===== config.mk =====
export PLATFORM = sky130hd
export DESIGN_NAME = hamming_window
export DESIGN_NICKNAME = d
export VERILOG_FILES = /design/src/rtl/hamming_window.sv
export SDC_FILE = /design/constraint.sdc
export NUM_CORES = 2
export LEC_CHECK = 0
export CORE_MARGIN = 2
export CORE_UTILIZATION = 60
export DETAILED_ROUTE_END_ITERATION = 7
export GPL_TIMING_DRIVEN = 0
export PLACE_DENSITY = 0.8
export SYNTH_ARGS = -nofsm -noshare
export SYNTH_HDL_FRONTEND = slang
export SYNTH_HIERARCHICAL = 1
export SYNTH_SLANG_ARGS = --single-unit

===== constraint.sdc =====
create_clock -name clk -period 13.06 [get_ports clk]
set_clock_uncertainty 0.2 [all_clocks]
set_input_delay 2.612 -clock clk [delete_from_list [all_inputs] [get_ports clk]]
set_output_delay 2.612 -clock clk [all_outputs]
set_load 0.02 [all_outputs]

===== src/rtl/hamming_window.sv =====
// Hamming window stage: reads one frame of pre-emphasised fp32 samples,
// multiplies each by its ROM coefficient and writes the product to the
// window memory, one sample at a time.

// fp32 multiplier, round-to-nearest-even. Zero/denormal operands and
// underflowing results flush to signed zero. Overflow gives infinity.
// inf*0 and NaN inputs give the canonical quiet NaN.
// MUL_LAT register stages advance only while ena is high, so data_out
// holds the last product between uses.
module mul_fp_clk #(
    parameter int MUL_LAT = 1
) (
    input  logic        clk,
    input  logic        rst,
    input  logic        ena,
    input  logic [31:0] a,
    input  logic [31:0] b,
    output logic [31:0] data_out
);
    logic        sgn, a_nan, b_nan, a_inf, b_inf, a_zero, b_zero;
    logic [47:0] mp;
    logic [22:0] man;
    logic [23:0] manr;
    logic        g, st;
    logic [9:0]  es;
    logic [31:0] prod;
    logic [31:0] pipe [MUL_LAT];

    assign sgn    = a[31] ^ b[31];
    assign a_nan  = (&a[30:23]) && (|a[22:0]);
    assign b_nan  = (&b[30:23]) && (|b[22:0]);
    assign a_inf  = (&a[30:23]) && !(|a[22:0]);
    assign b_inf  = (&b[30:23]) && !(|b[22:0]);
    assign a_zero = (a[30:23] == 8'd0);
    assign b_zero = (b[30:23] == 8'd0);

    // combinational product: normalise, round to nearest even, classify
    always_comb begin
        mp = {24'd0, 1'b1, a[22:0]} * {24'd0, 1'b1, b[22:0]};
        if (mp[47]) begin
            man = mp[46:24];
            g   = mp[23];
            st  = |mp[22:0];
            es  = {2'b0, a[30:23]} + {2'b0, b[30:23]} + 10'd1;
        end else begin
            man = mp[45:23];
            g   = mp[22];
            st  = |mp[21:0];
            es  = {2'b0, a[30:23]} + {2'b0, b[30:23]};
        end
        manr = {1'b0, man} + {23'd0, g & (st | man[0])};
        // mantissa carry-out leaves manr[22:0] at zero, only the exponent bumps
        if (manr[23])
            es = es + 10'd1;
        if (a_nan || b_nan)
            prod = 32'h7FC0_0000;
        else if (a_inf || b_inf)
            prod = (a_zero || b_zero) ? 32'h7FC0_0000 : {sgn, 8'hFF, 23'd0};
        else if (a_zero || b_zero)
            prod = {sgn, 31'd0};
        else if (es >= 10'd382)
            prod = {sgn, 8'hFF, 23'd0};
        else if (es <= 10'd127)
            prod = {sgn, 31'd0};
        else
            prod = {sgn, 8'(es - 10'd127), manr[22:0]};
    end

    // latency pipeline, frozen while ena is low
    always_ff @(posedge clk or posedge rst) begin
        if (rst) begin
            for (int i = 0; i < MUL_LAT; i++) pipe[i] <= '0;
        end else if (ena) begin
            pipe[0] <= prod;
            for (int i = 1; i < MUL_LAT; i++) pipe[i] <= pipe[i-1];
        end
    end

    assign data_out = pipe[MUL_LAT-1];
endmodule

module hamming_window #(
    parameter int DATA_WIDTH = 32,
    parameter int ADDR_WIDTH = 12,
    parameter int PREEM_BASE = 0,
    parameter int MUL_LAT    = 1
) (
    input  logic                  clk,
    input  logic                  rst,
    input  logic                  win_state_en,
    input  logic [10:0]           sample_in_frame,
    output logic [ADDR_WIDTH-1:0] preem_mem_read_addr,
    input  logic [DATA_WIDTH-1:0] preem_data_in,
    output logic [ADDR_WIDTH-1:0] win_rom_addr,
    input  logic [DATA_WIDTH-1:0] win_coef_in,
    output logic [DATA_WIDTH-1:0] win_data_out,
    output logic [ADDR_WIDTH-1:0] win_mem_write_addr,
    output logic                  write_win_en,
    output logic                  win_busy,
    output logic                  win_done
);
    localparam int CW = (MUL_LAT > 1) ? $clog2(MUL_LAT) : 1;

    typedef enum logic [2:0] {IDLE, RD, WAIT, MUL, WR, DONE} state_t;

    state_t          state;
    logic [10:0]     n_lat, idx;
    logic [CW-1:0]   wcnt;
    logic [31:0]     op_a, op_b;

    // The multiplier's output register is the product register; it only
    // advances in MUL, so the windowed sample holds outside WR.
    mul_fp_clk #(.MUL_LAT(MUL_LAT)) u_mul (
        .clk      (clk),
        .rst      (rst),
        .ena      (state == MUL),
        .a        (op_a),
        .b        (op_b),
        .data_out (win_data_out)
    );

    // sequencer: one sample per RD/WAIT/MUL/WR round, registered outputs
    always_ff @(posedge clk or posedge rst) begin
        if (rst) begin
            state               <= IDLE;
            n_lat               <= '0;
            idx                 <= '0;
            wcnt                <= '0;
            op_a                <= '0;
            op_b                <= '0;
            preem_mem_read_addr <= '0;
            win_rom_addr        <= '0;
            win_mem_write_addr  <= '0;
            write_win_en        <= 1'b0;
            win_busy            <= 1'b0;
            win_done            <= 1'b0;
        end else begin
            write_win_en <= 1'b0;
            win_done     <= 1'b0;
            case (state)
                IDLE: begin
                    if (win_state_en) begin
                        n_lat <= sample_in_frame;
                        if (sample_in_frame == 11'd0) begin
                            state    <= DONE;
                            win_done <= 1'b1;
                        end else begin
                            idx                 <= '0;
                            state               <= RD;
                            win_busy            <= 1'b1;
                            preem_mem_read_addr <= ADDR_WIDTH'(PREEM_BASE);
                            win_rom_addr        <= '0;
                        end
                    end
                end
                RD: state <= WAIT;
                WAIT: begin
                    op_a  <= preem_data_in;
                    op_b  <= win_coef_in;
                    wcnt  <= '0;
                    state <= MUL;
                end
                MUL: begin
                    if (wcnt == CW'(MUL_LAT - 1)) begin
                        state              <= WR;
                        write_win_en       <= 1'b1;
                        win_mem_write_addr <= ADDR_WIDTH'(idx);
                    end else begin
                        wcnt <= wcnt + 1'b1;
                    end
                end
                WR: begin
                    if (idx == n_lat - 11'd1) begin
                        state    <= DONE;
                        win_done <= 1'b1;
                        win_busy <= 1'b0;
                    end else begin
                        idx                 <= idx + 11'd1;
                        state               <= RD;
                        preem_mem_read_addr <= ADDR_WIDTH'(PREEM_BASE) + ADDR_WIDTH'(idx + 11'd1);
                        win_rom_addr        <= ADDR_WIDTH'(idx + 11'd1);
                    end
                end
                DONE: state <= IDLE;
                default: state <= IDLE;
            endcase
        end
    end
endmodule

==> run metrics <==
Synth async-reset ratio=1.00; Primary FF master, synth=dfrtp_1; Sink Count=136; Cell Area, Synth=27800 um^2; CTS tree=done; Hold Slack=0.290 ns; hpwl dp=76800 um; Fill cells=3696; crit-path leading delay family=adder cells; crit path kind=flop to flop; layout cells sized above 1=0.0658; Hold Violations, Final=0; post-cts gate resize count=0; DRT Wirelength=95700 um; gr usage total=0.420; clk buf depth=2; number of flops mapped to enable cells by yosys=0; remaining global-route overflow=0; sequential fraction of the synthesis area=0.122; area fraction of the dominant cell type after synthesis=0.348; Initial Util=0.610; synth top area cells=fa_1 35%, dfrtp_1 12%, inv_1 8.6%; 1st-iter DRT viols=2000; Die ar.=48100 um^2; worst path required time=13.26 ns; setup TNS=0 ns; DRC Markers=0; minimum clock period=between 10 and 15 ns; Synthesis Warnings=6; largest net degree at the start of global routing=71; placed cell area=30100 um^2; via count=about 23000; die width=219 um; fin worst setup slack=around 0.58 ns; Multi-input gate area=approximately 21000 um^2; GR Util met2=0.678; CP arrival=12.68 ns; Synth Register Bits=136; Mapped Cells=3119; sequential cell area=approximately 3400 um^2; via count of the first global-routing pass=~25000; RSZ-0062 raised after global routing=false; H-tree levels=4; Ports=between 100 and 150; max-cap viol count=0; number of hold buffers added after cts=0; met1 usage=0.505; routed length per instance=between 20 and 25 um; slowest stage delay, CP=~0.67 ns; slowest stage cell, crit path=clkbuf_1; Core Area=45600 um^2; synth cell count leaders=639 x inv_1, 483 x fa_1, 404 x nand2_1; post-synthesis net count=just under 4000; Post-CTS Setup Inserts=0; Vias per Instance=6.00; min-delay worst type=flop to flop; worst slew pin tran=1.34 ns; IO buf count=147; Setup crit start kind=flop; Post-DRT Antenna Nets=0; CTS Buf Count=17; Post-Syn Area per Cell=8.92 um^2; DR pass1 iterations=6; Most common cell on crit path=fa_1; initial antenna violation count=5; gr busiest metal=met2; clk slew on worst S/H paths=about 0.070 ns; synth unique cells=101; worst rel slew slack=0.108; highest clock rate=roughly 0.080 GHz; cell with the most instances after synthesis=inv_1; first-pass GRT wire length=147000 um; area leader, netlist=fa_1; post-route cell area=30700 um^2; WP buf/inv=11; CTS Root Cell=clkbuf_16; Rows=78; Worst Path Max Fanout=10; Layout Nets=~4000; Worst setup EP type=flop; met3 GRT Util=0.118; Worst-Skew Late Latency=0.48 ns; Die Y=219 um; Finish-stage setup viols=0; Final period util=0.956; Slew Limit Fails=0; final RePlAce weighted congestion=approximately 1.1; Place WS=1.04 ns; run status=finished, final reports clean; area delta synth->final=10.5%
cells in the final DEF (no fill, tap or decap), drive strengths merged, types with 16 or more instances in the layout:
cell type and count:
a21oi 97, a31oi 19, and2 261, and3 19, buf 44, clkbuf 131
clkdlybuf4s50 147, dfrtp 136, fa 483, ha 188, inv 646, mux2 77
nand2 404, nand3 25, nand4 34, nor2 125, nor3 32, nor4 34
o211ai 16, o21ai 75, o32ai 17, xnor2 67, xor2 35
tightest hold or removal path: stages, from the launching register on:
cell	delay [ns]
dfrtp_1	0.35
nand2_1	0.05
nand2_1	0.06
metal layers:
layer | up-vias | routed length (um)
li1 | 10100 | -
met1 | 11700 | 35100
met2 | 1334 | 44600
met3 | 324 | 9790
met4 | 4 | 6160
met5 | - | 27
cell families after synthesis:
group | after synthesis | synth area share
compound gates | 341 | 0.0897
xor+xnor | 102 | 0.0321
fa+ha+maj | 671 | 0.432
buf+inv | 799 | 0.112
flops | 136 | 0.122
mux | 83 | 0.0333
other cells | 1 | 0.000135
simple gates | 986 | 0.178
path summary, 6_finish.rpt:
check,end,slack (ns),depth (start not counted),start
setup / recovery,u_mul/data_out[22]$_DFFE_PP0P_,0.58,37,op_b[12]$_DFFE_PP0P_
hold / removal,win_mem_write_addr[6]$_DFFE_PP0P_,0.29,2,win_mem_write_addr[6]$_DFFE_PP0P_
setup reg to reg,u_mul/data_out[22]$_DFFE_PP0P_,0.58,37,op_b[12]$_DFFE_PP0P_
hold reg to reg,win_mem_write_addr[6]$_DFFE_PP0P_,0.29,2,win_mem_write_addr[6]$_DFFE_PP0P_
max in group asynchronous,win_mem_write_addr[9]$_DFFE_PP0P_,9.46,3,rst
min in group asynchronous,u_mul/data_out[28]$_DFFE_PP0P_,2.28,2,rst
stage by stage:
| step | cells | util |
|---|---|---|
| after floorplan | 3119 | - |
| after global placement | 3866 | 0.659 |
| after detailed placement | 3867 | 0.660 |
| after CTS | 3899 | 0.673 |
| after global routing | 3900 | 0.674 |
| final | 3910 | 0.674 |
sequential cells by signal, summed over array words and instances, names as in the netlist:
name,flops
write_win_en,1
op_b,32
u_mul/data_out,32
n_lat,11
win_rom_addr,12
state,3
op_a,32
win_mem_write_addr,11
win_busy,1
win_done,1
final cells by class:
type | count | share of cell area
antenna | 10 | 0.000814
buffer | 156 | 0.0230
clock buffer | 17 | 0.0138
clock inverter | 15 | 0.00582
inverter | 643 | 0.0786
multi-input combinational | 2184 | 0.693
sequential | 136 | 0.111
tap | 600 | 0.0244
timing repair buffer | 149 | 0.0497
Power is left out: the tool's default activity adds up to more than one toggle a clock period on the data nets, which glitch-free logic cannot reach.
